==> src/rtl/bram_arb_if.sv <==
// Round-robin arbiter that multiplexes up to eight requesters onto one BRAM port,
// with configurable read latency, byte enables and optional write read-back verify.
module bram_arb_if #(
   parameter int NUM_CH    = 2,
   parameter int DATA_W    = 16,
   parameter int ADDR_W    = 32,
   parameter int RD_LAT    = 1,
   parameter int WR_VERIFY = 0
) (
   input  logic                       axi_clk,
   input  logic                       axi_rst,
   input  logic [NUM_CH-1:0]          req_valid,
   input  logic [NUM_CH-1:0]          req_we,
   input  logic [NUM_CH*ADDR_W-1:0]   req_addr,
   input  logic [NUM_CH*DATA_W-1:0]   req_wdata,
   input  logic [NUM_CH*DATA_W/8-1:0] req_be,
   output logic [NUM_CH-1:0]          rsp_done,
   output logic [DATA_W-1:0]          rsp_rdata,
   output logic                       rsp_verr,
   output logic                       busy,
   output logic [ADDR_W-1:0]          addr_BRAM,
   output logic                       clk_BRAM,
   output logic [DATA_W-1:0]          dout_BRAM,
   input  logic [DATA_W-1:0]          din_BRAM,
   output logic                       en_BRAM,
   output logic                       rst_BRAM,
   output logic [DATA_W/8-1:0]        we_BRAM
);

   localparam int BE_W = DATA_W / 8;
   localparam int CH_W = (NUM_CH > 1) ? $clog2(NUM_CH) : 1;

   localparam logic [2:0] ST_IDLE  = 3'd0;
   localparam logic [2:0] ST_ISSUE = 3'd1;
   localparam logic [2:0] ST_VRD   = 3'd2;
   localparam logic [2:0] ST_WAIT  = 3'd3;
   localparam logic [2:0] ST_DONE  = 3'd4;

   logic [2:0]        state_r;
   logic [CH_W-1:0]   last_gnt_r;
   logic [CH_W-1:0]   gnt_r;
   logic              cap_we_r;
   logic [BE_W-1:0]   cap_be_r;
   logic [1:0]        cnt_r;
   logic [NUM_CH-1:0] done_r;
   logic [DATA_W-1:0] rdata_r;
   logic              verr_r;
   logic              busy_r;
   logic [ADDR_W-1:0] addr_r;
   logic [DATA_W-1:0] dout_r;
   logic              en_r;
   logic [BE_W-1:0]   we_r;

   logic              gnt_any_s;
   logic [CH_W-1:0]   gnt_idx_s;
   logic [NUM_CH-1:0] done_vec_s;

   function automatic logic verify_mismatch(input logic [DATA_W-1:0] rd,
                                            input logic [DATA_W-1:0] wd,
                                            input logic [BE_W-1:0]   be);
      logic m;
      m = 1'b0;
      for (int b = 0; b < BE_W; b++) begin
         m = m | (be[b] & (rd[b*8 +: 8] != wd[b*8 +: 8]));
      end
      return m;
   endfunction

   assign gnt_any_s = |req_valid;

   // Round-robin pick: scan downward so the first requester after last_gnt wins.
   always_comb begin
      gnt_idx_s = last_gnt_r;
      for (int k = NUM_CH; k >= 1; k--) begin
         gnt_idx_s = req_valid[(int'(last_gnt_r) + k) % NUM_CH] ?
                     CH_W'((int'(last_gnt_r) + k) % NUM_CH) : gnt_idx_s;
      end
   end

   // One-hot completion vector for the channel holding the grant.
   always_comb begin
      done_vec_s = {NUM_CH{1'b0}};
      for (int i = 0; i < NUM_CH; i++) begin
         done_vec_s[i] = (gnt_r == CH_W'(i));
      end
   end

   // Transaction sequencer; BRAM strobes are registered on entry to each state.
   always_ff @(posedge axi_clk or negedge axi_rst) begin
      if (!axi_rst) begin
         state_r    <= ST_IDLE;
         last_gnt_r <= CH_W'(NUM_CH - 1);
         gnt_r      <= {CH_W{1'b0}};
         cap_we_r   <= 1'b0;
         cap_be_r   <= {BE_W{1'b0}};
         cnt_r      <= 2'd0;
         done_r     <= {NUM_CH{1'b0}};
         rdata_r    <= {DATA_W{1'b0}};
         verr_r     <= 1'b0;
         busy_r     <= 1'b0;
         addr_r     <= {ADDR_W{1'b0}};
         dout_r     <= {DATA_W{1'b0}};
         en_r       <= 1'b0;
         we_r       <= {BE_W{1'b0}};
      end else begin
         done_r <= {NUM_CH{1'b0}};
         verr_r <= 1'b0;
         en_r   <= 1'b0;
         we_r   <= {BE_W{1'b0}};
         case (state_r)
            ST_IDLE: begin
               if (gnt_any_s) begin
                  state_r    <= ST_ISSUE;
                  busy_r     <= 1'b1;
                  last_gnt_r <= gnt_idx_s;
                  gnt_r      <= gnt_idx_s;
                  cap_we_r   <= req_we[gnt_idx_s];
                  cap_be_r   <= req_be[gnt_idx_s*BE_W +: BE_W];
                  addr_r     <= req_addr[gnt_idx_s*ADDR_W +: ADDR_W];
                  dout_r     <= req_wdata[gnt_idx_s*DATA_W +: DATA_W];
                  en_r       <= 1'b1;
                  we_r       <= req_we[gnt_idx_s] ? req_be[gnt_idx_s*BE_W +: BE_W]
                                                  : {BE_W{1'b0}};
               end
            end
            ST_ISSUE: begin
               if (cap_we_r && (WR_VERIFY != 0)) begin
                  state_r <= ST_VRD;
                  en_r    <= 1'b1;
               end else if (cap_we_r) begin
                  state_r <= ST_DONE;
                  done_r  <= done_vec_s;
               end else begin
                  state_r <= ST_WAIT;
                  cnt_r   <= 2'(RD_LAT - 1);
               end
            end
            ST_VRD: begin
               state_r <= ST_WAIT;
               cnt_r   <= 2'(RD_LAT - 1);
            end
            ST_WAIT: begin
               if (cnt_r == 2'd0) begin
                  state_r <= ST_DONE;
                  done_r  <= done_vec_s;
                  rdata_r <= din_BRAM;
                  verr_r  <= cap_we_r & (WR_VERIFY != 0) &
                             verify_mismatch(din_BRAM, dout_r, cap_be_r);
               end else begin
                  cnt_r <= cnt_r - 2'd1;
               end
            end
            ST_DONE: begin
               state_r <= ST_IDLE;
               busy_r  <= 1'b0;
            end
            default: begin
               state_r <= ST_IDLE;
               busy_r  <= 1'b0;
            end
         endcase
      end
   end

   assign rsp_done  = done_r;
   assign rsp_rdata = rdata_r;
   assign rsp_verr  = verr_r;
   assign busy      = busy_r;
   assign addr_BRAM = addr_r;
   assign dout_BRAM = dout_r;
   assign en_BRAM   = en_r;
   assign we_BRAM   = we_r;
   assign clk_BRAM  = axi_clk;
   assign rst_BRAM  = ~axi_rst;

endmodule

==> config.mk <==
export PLATFORM = sky130hd
export DESIGN_NAME = bram_arb_if
export DESIGN_NICKNAME = d
export VERILOG_FILES = /design/src/rtl/bram_arb_if.sv
export SDC_FILE = /design/constraint.sdc
export NUM_CORES = 1
export LEC_CHECK = 0
export BUFFER_PORTS_ARGS = -buffer_cell sky130_fd_sc_hd__buf_4
export CAP_MARGIN = 20
export CORE_MARGIN = 1.5
export CORE_UTILIZATION = 25
export CTS_BUF_LIST = sky130_fd_sc_hd__clkbuf_2 sky130_fd_sc_hd__clkbuf_4 sky130_fd_sc_hd__clkbuf_8
export DETAILED_ROUTE_END_ITERATION = 8
export PLACE_DENSITY = 0.54
export SLEW_MARGIN = 20
export SYNTH_ARGS = -nofsm -noshare
export SYNTH_HDL_FRONTEND = slang
export SYNTH_SLANG_ARGS = --single-unit
==> constraint.sdc <==
create_clock -name axi_clk -period 2 [get_ports axi_clk]
set_input_delay 0.4 -clock axi_clk [delete_from_list [all_inputs] [get_ports axi_clk]]
set_output_delay 0.4 -clock axi_clk [all_outputs]
set_load 0.02 [all_outputs]
=== After elaboration in Yosys (flattened, before gate mapping) ===
Cells that the tools add are included.
Widths: inputs -> output; s select.

* Bits of input ports: 122
* Register bits after elaboration: 78
* Logic and storage cells: 70
* Output and inout port bits: 73

* Equal/unequal tests: 7
* $lt $le $gt $ge: 3
* Reduce and logical (&&, ||, !) cells: 10
* Add/subtract/negate cells: 3
* Shift-type cells: 3
* Multiplexer cells: 27
* Bitwise logic cells: 5

{| class="wikitable"
|+ Operators with widths
! cell !! number
|-
| $shiftx 64x7->32 || 1
|-
| $shiftx 32x6->16 || 1
|-
| $mux 2 || 7
|-
| $mux 1 || 13
|-
| $pmux 3 s4 || 1
|-
| $mux 3 || 3
|-
| $ne 2x2->1 const B || 4
|-
| $reduce_and 2->1 || 4
|-
| $eq 3x2->1 const B || 2
|-
| $lt 2x3->1 const B || 2
|-
| $pmux 2 s3 || 1
|-
| $pmux 2 s2 || 1
|-
| $shiftx 4x3->2 || 1
|-
| $eq 3x1->1 const B || 1
|-
| $logic_not 3->1 || 1
|-
| $not 1->1 || 3
|-
| $reduce_and 3->1 || 1
|-
| $reduce_bool 3->1 || 1
|-
| $reduce_or 3->1 || 1
|-
| $add 1x1->1 const B || 2
|-
| $and 1x1->1 const A || 2
|-
| $logic_not 2->1 || 1
|-
| $lt 1x2->1 const B || 1
|-
| $pmux 1 s2 || 1
|-
| other kinds (2) || 2
|}

=== Longest topological paths before layout ===
Gate-level depths: netlist of run 1.

* Depth in word-level cells: 12
* Gate-level depth with buffers: 6
* Mapped depth without buffers: 5

==> results of run 1 <==
worst min-delay path by stage:
stage / end / from / slack (ns) / cells past startpoint
2_1_floorplan: addr_BRAM[0]$_DFFE_PN0P_ / axi_rst / 0.10 / 0
3_3_place_gp: rsp_done[0]$_DFF_PN0_ / gnt_r$_DFFE_PN0P_ / 0.45 / 1
3_5_place_dp: rsp_done[0]$_DFF_PN0_ / gnt_r$_DFFE_PN0P_ / 0.46 / 1
4_1_cts: rsp_rdata[9]$_DFFE_PN0P_ / din_BRAM[9] / 0.12 / 2
5_1_grt: rsp_rdata[10]$_DFFE_PN0P_ / din_BRAM[10] / 0.12 / 2
6_report: rsp_rdata[10]$_DFFE_PN0P_ / din_BRAM[10] / 0.16 / 2
stage by stage:
| stage | power (mW) | utilization | setup slack [ns] | hold slack (ns) | cells |
|---|---|---|---|---|---|
| 5_1_grt | 9.61 | 0.386 | 0.126 | 0.125 | 743 |
| 3_5_place_dp | 7.64 | 0.367 | 0.305 | 0.458 | 723 |
| 4_1_cts | 9.12 | 0.386 | 0.227 | 0.124 | 743 |
| 6_report | 9.00 | 0.386 | 0.231 | 0.156 | 743 |
| 3_3_place_gp | 7.54 | 0.367 | 0.355 | 0.447 | 723 |
| 2_1_floorplan | 5.71 | - | 0.466 | 0.104 | 378 |
routing by layer:
layer / global-route usage / up-vias / part of all wire
met5: 0 / - / 0
met4: 0.0648 / 0 / 0.020
met3: 0.0655 / 19 / 0.092
met2: 0.248 / 190 / 0.47
met1: 0.194 / 1757 / 0.42
li1: - / 1739 / -
layout by cell type, fill, tap and decap left out, types with 2 or more instances in the layout:
master	instances
nand3_1	49
o21ai_0	42
buf_4	200
o211ai_1	3
a31oi_1	49
dfrtp_1	77
a21oi_1	44
buf_12	5
nand2_1	3
or2_2	2
inv_1	5
mux2_2	16
nand4_1	2
a21oi_2	11
mux2_1	2
o21ai_1	8
clkinvlp_4	2
clkbuf_8	15
power groups by stage:
stage                     clock, mW  combinational, mW  sequential [mW]
final                          1.51               4.59             2.90
after CTS                      1.56               4.65             2.91
after floorplan              0.0584               2.03             3.63
after global routing           1.63               4.98             3.00
after global placement       0.0584               4.57             2.91
after detailed placement     0.0584               4.65             2.93
state kept, by name (all words and copies together), names as in the netlist:
name        count
last_gnt_r      1
gnt_r           1
rsp_rdata      16
dout_BRAM      16
busy            1
en_BRAM         1
cnt_r           2
state_r         3
rsp_done        2
addr_BRAM      32
we_BRAM         2
cap_we_r        1
final cells by class:
class	instances	area share
clock buffers	16	0.0380
repair buffers	205	0.285
clock inverters	4	0.00956
well taps	184	0.0409
inverters	6	0.00400
multi-input cells	250	0.275
flip-flops and latches	78	0.347
repair_timing:
item / CTS / global route
hold buffers: 1 / 0
gates resized for setup: 0 / 0
endpoints found under the hold margin: 29 / 0
setup buffers: 0 / 0
cell families (layout without fill, tap and decap cells):
| kind of cell | Yosys count | in the layout | share of synthesized area |
|---|---|---|---|
| DFF | 78 | 78 | 0.522 |
| buffers and inverters | 50 | 231 | 0.0669 |
| adders and majority gates | 1 | 1 | 0.00335 |
| other | 1 | 1 | 0.00100 |
| muxes | 19 | 19 | 0.0569 |
| AOI/OAI and AO/OA | 160 | 160 | 0.246 |
| and+or+nand+nor | 69 | 69 | 0.103 |
worst max-delay path, stage by stage:
cell	delay (ns)
clkbuf_8	0.11
clkbuf_8	0.12
buf_4	0.14
==> qor.txt, run 1 <==
pin count of the biggest net entering global routing -> 50
Placed Area -> 5360 um^2
CP Capture Point -> clk_BRAM
Sw Ratio -> 0.424
first-pass GRT wire length -> 19700 um
Initial Utilization -> 0.256
FFs w/ async S/R, synth -> 1.00
DP HPWL -> 8650 um
final antenna diode count -> 0
final wirelength -> 12400 um
clock share of power -> 0.168
Seq. cell area -> 1950 um^2
final instance area -> 5630 um^2
initial drt markers -> 154
drt wl/cell -> 16.8 um
FF+latch count, synth -> 78
Reg2Reg Setup Slack -> 0.31 ns
Yosys cell types -> 37
worst r2r src -> state_r[1]$_DFFE_PN0P_
final hold violation count -> 0
commonest register cell after synthesis -> dfrtp_1
Post-synth EDFFs -> 0
Final Skew -> 0.0134 ns
initial antenna violation count -> 0
Comb pwr share -> 0.510
pwr dens -> 1600 nW/um^2
CTS clk-pin slew, worst paths -> 0.08 ns
Yosys top cell area share -> 0.515
Clock Latency Late Sink -> 0.46 ns
Crit. Startpoint -> axi_clk
fillers -> 1462
Final Max Tran Viols -> 0
Worst Path Max Fanout -> 2
Slew headroom -> 0.570
Critical R2R Capture -> dout_BRAM[1]$_DFFE_PN0P_
synthesized area -> 3740 um^2
max-cap violations -> 0
vias in the first global route -> 3836
most frequent cell after synthesis -> dfrtp_1
site row count -> 44
CP Data Required Time -> 1.60 ns
via count -> 3705
Residual DRC -> 0
Flop pwr share -> 0.323
Mapped Avg Cell Area -> 9.89 um^2
sw power -> 3.82 mW
Final ANT Viol Nets -> 0
sequential-to-total area share from yosys stat -> 0.522
Post-Syn Nets -> 501
total gr overflow -> 0
Nets -> 677
CP endpoint kind -> output port
top cells by area, synth -> dfrtp_1 52%, a31oi_1 8.2%, nand3_1 6.6%, a21oi_1 5.9%, o21ai_0 5.6%
crit path DAT -> 1.37 ns
Syn. warnings -> 0
routability cong. -> 0.776
core area -> 14600 um^2
final setup vio count -> 0
Syn-to-layout area delta -> 50.4%
Crit Path Class -> clk -> out
DR pass1 iterations -> 5
IO Pins -> 195
VDD IR max -> 0.000587 V
Critical Path Start Type -> clock port
CTS tree -> built
Leak -> 2.52 nW
area of the multi-input gates -> 1550 um^2
Worst Max-Slew Pin Slew -> 0.645 ns
Die W -> 125 um
RSZ-0062 raised after global routing -> false
Total Neg Setup Slack -> 0 ns
vias per cell -> 4.99
outcome -> finished clean
hold crit path type -> in -> reg
most frequent cells after synthesis -> 77 x dfrtp_1, 49 x a31oi_1, 49 x nand3_1
share of cells above drive strength 1 -> 0.469
Die Y -> 125 um
cell taking the most area after synthesis -> dfrtp_1
Worst R2R Path Depth -> 4
Die ar. -> 15700 um^2
internal power -> 5.18 mW
number of I/O port buffers -> 193
GR Util All Layers -> 0.159
Synth Instances -> 378
(Power assumes the default switching activity.)
==> run 2, diff against run 1 <==
--- a/config.mk
+++ b/config.mk
@@ -12,6 +12,7 @@
 export CTS_BUF_LIST = sky130_fd_sc_hd__clkbuf_2 sky130_fd_sc_hd__clkbuf_4 sky130_fd_sc_hd__clkbuf_8
 export DETAILED_ROUTE_END_ITERATION = 8
 export PLACE_DENSITY = 0.54
+export RECOVER_POWER = 100
 export SLEW_MARGIN = 20
 export SYNTH_ARGS = -nofsm -noshare
 export SYNTH_HDL_FRONTEND = slang
==> qor.txt, run 2 (synthesis gave the netlist of run 1 again) <==
Final ANT Viol Nets -> 0
CP Data Required Time -> 1.60 ns
hold crit path type -> in -> reg
fillers -> 1518
initial antenna violation count -> 0
Final Max Tran Viols -> 0
Critical Path Start Type -> clock port
crit path DAT -> 1.38 ns
Worst R2R Path Depth -> 4
DR pass1 iterations -> 5
Initial Utilization -> 0.256
Worst Path Max Fanout -> 2
Reg2Reg Setup Slack -> 0.26 ns
worst r2r src -> state_r[1]$_DFFE_PN0P_
IO Pins -> 195
CTS clk-pin slew, worst paths -> 0.08 ns
# hold bufs at CTS -> 1
vias in the first global route -> 3836
final setup vio count -> 0
number of I/O port buffers -> 193
final instance area -> 5350 um^2
site row count -> 44
routability cong. -> 0.776
vias per cell -> 5.04
Slew headroom -> 0.516
Die W -> 125 um
CP endpoint kind -> output port
RSZ-0062 raised after global routing -> false
final hold violation count -> 0
final antenna diode count -> 0
CTS tree -> built
Leak -> 2.26 nW
GR Util All Layers -> 0.159
Die ar. -> 15700 um^2
VDD IR max -> 0.000575 V
hold_sp -> din_BRAM[9]
Syn-to-layout area delta -> 42.9%
pin count of the biggest net entering global routing -> 50
first-pass GRT wire length -> 19700 um
Clock Latency Late Sink -> 0.46 ns
share of cells above drive strength 1 -> 0.336
pwr dens -> 1570 nW/um^2
Crit Path Class -> clk -> out
stages on the worst setup path -> 3
worst path cell trace -> clkbuf_8 > clkbuf_8 > clkbuf_1
Critical R2R Capture -> addr_BRAM[25]$_DFFE_PN0P_
drt wl/cell -> 16.8 um
max reg flops -> 32
final wirelength -> 12500 um
max-cap violations -> 0
CTS resizes -> 0
postcts setup bufs -> 0
Worst path slowest cell -> clkbuf_1
Nets -> 677
Power, Total -> 8.39 mW
initial drt markers -> 162
DP HPWL -> 8650 um
largest stage delay on the critical path -> 0.16 ns
Placed Area -> 5360 um^2
Die Y -> 125 um
CP Capture Point -> clk_BRAM
most frequent CP cell -> clkbuf_8
Residual DRC -> 0
Crit. Startpoint -> axi_clk
outcome -> finished clean
Worst path top cell family by delay -> buffers and inverters
commonest non-fill, non-tap cells in the layout -> 125 x buf_4, 77 x dfrtp_1, 73 x clkbuf_1, 49 x nand3_1, 49 x a31oi_1
total gr overflow -> 0
most common cell after layout, fill and taps aside -> buf_4
Total Neg Setup Slack -> 0 ns
via count -> 3743
core area -> 14600 um^2
Final Skew -> 0.0112 ns
Worst Max-Slew Pin Slew -> 0.727 ns
Crit path buffers/inverters -> 3
-- run 2: report_power, final --
part           internal, mW  total [mW]  switching, mW
Combinational          1.41        4.01           2.61
Clock                 0.816        1.49          0.674
Sequential             2.36        2.89          0.529
Total                  4.58        8.39           3.81
-- run 2: per-stage QoR --
| step | instances | hold WS (ns) | util | worst slack, ns |
|---|---|---|---|---|
| after floorplan | 378 | 0.104 | - | 0.466 |
| after global placement | 723 | 0.447 | 0.367 | 0.355 |
| after detailed placement | 723 | 0.458 | 0.367 | 0.305 |
| after CTS | 743 | 0.124 | 0.386 | 0.227 |
| after global routing | 743 | 0.125 | 0.366 | 0.0681 |
| final | 743 | 0.155 | 0.366 | 0.219 |
-- run 2: routing by layer --
| metal | global-route usage | routed length (um) | up-vias |
|---|---|---|---|
| li1 | - | - | 1739 |
| met1 | 0.194 | 5210 | 1780 |
| met2 | 0.248 | 5840 | 195 |
| met3 | 0.0655 | 1160 | 29 |
| met4 | 0.0648 | 288 | 0 |
| met5 | 0 | 0 | - |
-- run 2: worst min-delay path by stage --
stage,slack [ns],depth (start not counted),end
after floorplan,0.10,0,addr_BRAM[0]$_DFFE_PN0P_
after global placement,0.45,1,rsp_done[0]$_DFF_PN0_
after detailed placement,0.46,1,rsp_done[0]$_DFF_PN0_
after CTS,0.12,2,rsp_rdata[9]$_DFFE_PN0P_
after global routing,0.12,2,rsp_rdata[10]$_DFFE_PN0P_
final,0.16,2,rsp_rdata[9]$_DFFE_PN0P_
-- run 2: cell type report --
| cell class | count | area (um^2) | area share |
|---|---|---|---|
| clock inverter | 4 | 53.8 | 0.0101 |
| timing repair buffer | 205 | 1330 | 0.249 |
| clock buffer | 16 | 210 | 0.0393 |
| sequential | 78 | 1950 | 0.365 |
| multi-input combinational | 250 | 1540 | 0.289 |
| inverter | 6 | 22.5 | 0.00421 |
| tap | 184 | 230 | 0.0431 |
==> run 3, diff against run 2 <==
--- a/config.mk
+++ b/config.mk
@@ -8,10 +8,10 @@
 export BUFFER_PORTS_ARGS = -buffer_cell sky130_fd_sc_hd__buf_4
 export CAP_MARGIN = 20
 export CORE_MARGIN = 1.5
-export CORE_UTILIZATION = 25
+export CORE_UTILIZATION = 47
 export CTS_BUF_LIST = sky130_fd_sc_hd__clkbuf_2 sky130_fd_sc_hd__clkbuf_4 sky130_fd_sc_hd__clkbuf_8
 export DETAILED_ROUTE_END_ITERATION = 8
-export PLACE_DENSITY = 0.54
+export PLACE_DENSITY = 0.88
 export RECOVER_POWER = 100
 export SLEW_MARGIN = 20
 export SYNTH_ARGS = -nofsm -noshare
==> qor.txt, run 3 (synthesis gave the netlist of run 1 again) <==
number of I/O port buffers -> 193
Final ANT Viol Nets -> 0
Syn-to-layout area delta -> 39.5%
Total Neg Setup Slack -> 0 ns
Die ar. -> 8500 um^2
first-pass GRT wire length -> 17700 um
hold crit path type -> in -> reg
DR pass1 iterations -> 5
Critical Path Start Type -> primary input
pwr dens -> 1600 nW/um^2
vias per cell -> 5.65
final antenna diode count -> 0
Leak -> 2.25 nW
Initial Utilization -> 0.484
worst path cell trace -> dlygate4sd3_1 > clkbuf_1 > inv_1 > clkbuf_1
Residual DRC -> 0
Slew headroom -> 0.283
crit path DAT -> 1.39 ns
drt wl/cell -> 16.6 um
Die W -> 92.2 um
core area -> 7730 um^2
commonest non-fill, non-tap cells in the layout -> 126 x buf_4, 77 x dfrtp_1, 73 x clkbuf_1, 49 x nand3_1, 49 x a31oi_1
largest stage delay on the critical path -> 0.54 ns
most frequent CP cell -> clkbuf_1
CTS tree -> built
CP Data Required Time -> 1.60 ns
site row count -> 32
Flop pwr share -> 0.345
final instance area -> 5220 um^2
min Tclk post-route -> 1.79 ns
DP HPWL -> 7700 um
IO Pins -> 195
Die Y -> 92.2 um
fmax -> 559 MHz
CTS clk-pin slew, worst paths -> 0.08 ns
Final Skew -> 0.0125 ns
outcome -> finished clean
most common cell after layout, fill and taps aside -> buf_4
fin crit share -> 0.895
initial antenna violation count -> 0
Worst Max-Slew Pin Slew -> 1.08 ns
Seq. cell area -> 1950 um^2
routability cong. -> 0.860
initial drt markers -> 202
clock share of power -> 0.183
area of the multi-input gates -> 1550 um^2
internal power -> 4.60 mW
final wirelength -> 11000 um
RSZ-0062 raised after global routing -> false
Nets -> 676
DP Worst Slack -> 0.145 ns
vias in the first global route -> 3790
sw power -> 3.75 mW
max reg flops -> 32
CP endpoint kind -> output port
share of cells above drive strength 1 -> 0.330
Comb pwr share -> 0.472
setup ws final -> 0.210 ns
GR Util All Layers -> 0.266
Worst Path Max Fanout -> 3
Final Max Tran Viols -> 0
max-cap violations -> 0
pin count of the biggest net entering global routing -> 52
total gr overflow -> 0
via count -> 3732
Clock Latency Late Sink -> 0.45 ns
final setup vio count -> 0
Power, Total -> 8.34 mW
VDD IR max -> 0.000770 V
Sw Ratio -> 0.449
fillers -> 684
Placed Area -> 5220 um^2
final hold violation count -> 0
Worst path slowest cell -> dlygate4sd3_1
Crit Path Class -> in -> out
[run 3: changes by cell type in the layout (fill, tap and decap cells not counted), sizes merged]
cell	before	now
buf	130	129
clkbuf	90	87
inv	6	9
clkinv	1	0
bufinv	1	2
[run 3: area by class of cell]
| class | instances | area share |
|---|---|---|
| clock buffer | 13 | 0.0324 |
| clock inverter | 7 | 0.0199 |
| timing repair buffer | 204 | 0.248 |
| inverter | 6 | 0.00432 |
| multi-input combinational | 250 | 0.296 |
| sequential | 78 | 0.374 |
| tap | 102 | 0.0245 |
[run 3: worst paths after layout]
kind	start	end	slack, ns	depth (start not counted)
max in group asynchronous	axi_rst	dout_BRAM[0]$_DFFE_PN0P_	0.48	3
min in group asynchronous	axi_rst	addr_BRAM[4]$_DFFE_PN0P_	0.73	3
worst max register to register	state_r[1]$_DFFE_PN0P_	dout_BRAM[0]$_DFFE_PN0P_	0.27	5
worst min register to register	gnt_r$_DFFE_PN0P_	rsp_done[0]$_DFF_PN0_	0.48	1
worst min-delay path	din_BRAM[9]	rsp_rdata[9]$_DFFE_PN0P_	0.17	2
worst max-delay path	axi_rst	rst_BRAM	0.21	4
[run 3: power groups by stage]
stage	combinational [mW]	sequential, mW	clock (mW)
floorplan	2.03	3.63	0.0584
global placement	4.42	2.88	0.0584
detailed placement	4.56	2.92	0.0584
CTS	4.56	2.90	1.58
global route	4.29	2.96	1.65
finish	3.94	2.88	1.53
[run 3: critical path: cells and delay by family]
family   cells  cell delay [ns]
buf+inv      4             0.99
[run 3: metal layers]
metal  track usage  wire [um]  vias to the layer above
met5             0          0                        -
met4         0.135        177                        0
met3        0.0572        803                       15
met2         0.435       5610                      173
met1         0.331       4380                     1797
li1              -          -                     1747
[run 3: through the flow]
| step | instances | util | hold WS, ns |
|---|---|---|---|
| CTS | 660 | 0.711 | 0.146 |
| global route | 660 | 0.675 | 0.152 |
| detailed placement | 640 | 0.675 | 0.467 |
| global placement | 640 | 0.675 | 0.457 |
| floorplan | 378 | - | 0.104 |
| finish | 660 | 0.675 | 0.168 |
[run 3: what timing repair did]
item,CTS,global route
hold buffers,1,0
endpoints found under the setup margin,0,1
setup buffers,0,0
resized for setup,0,1
endpoints found under the hold margin,33,0
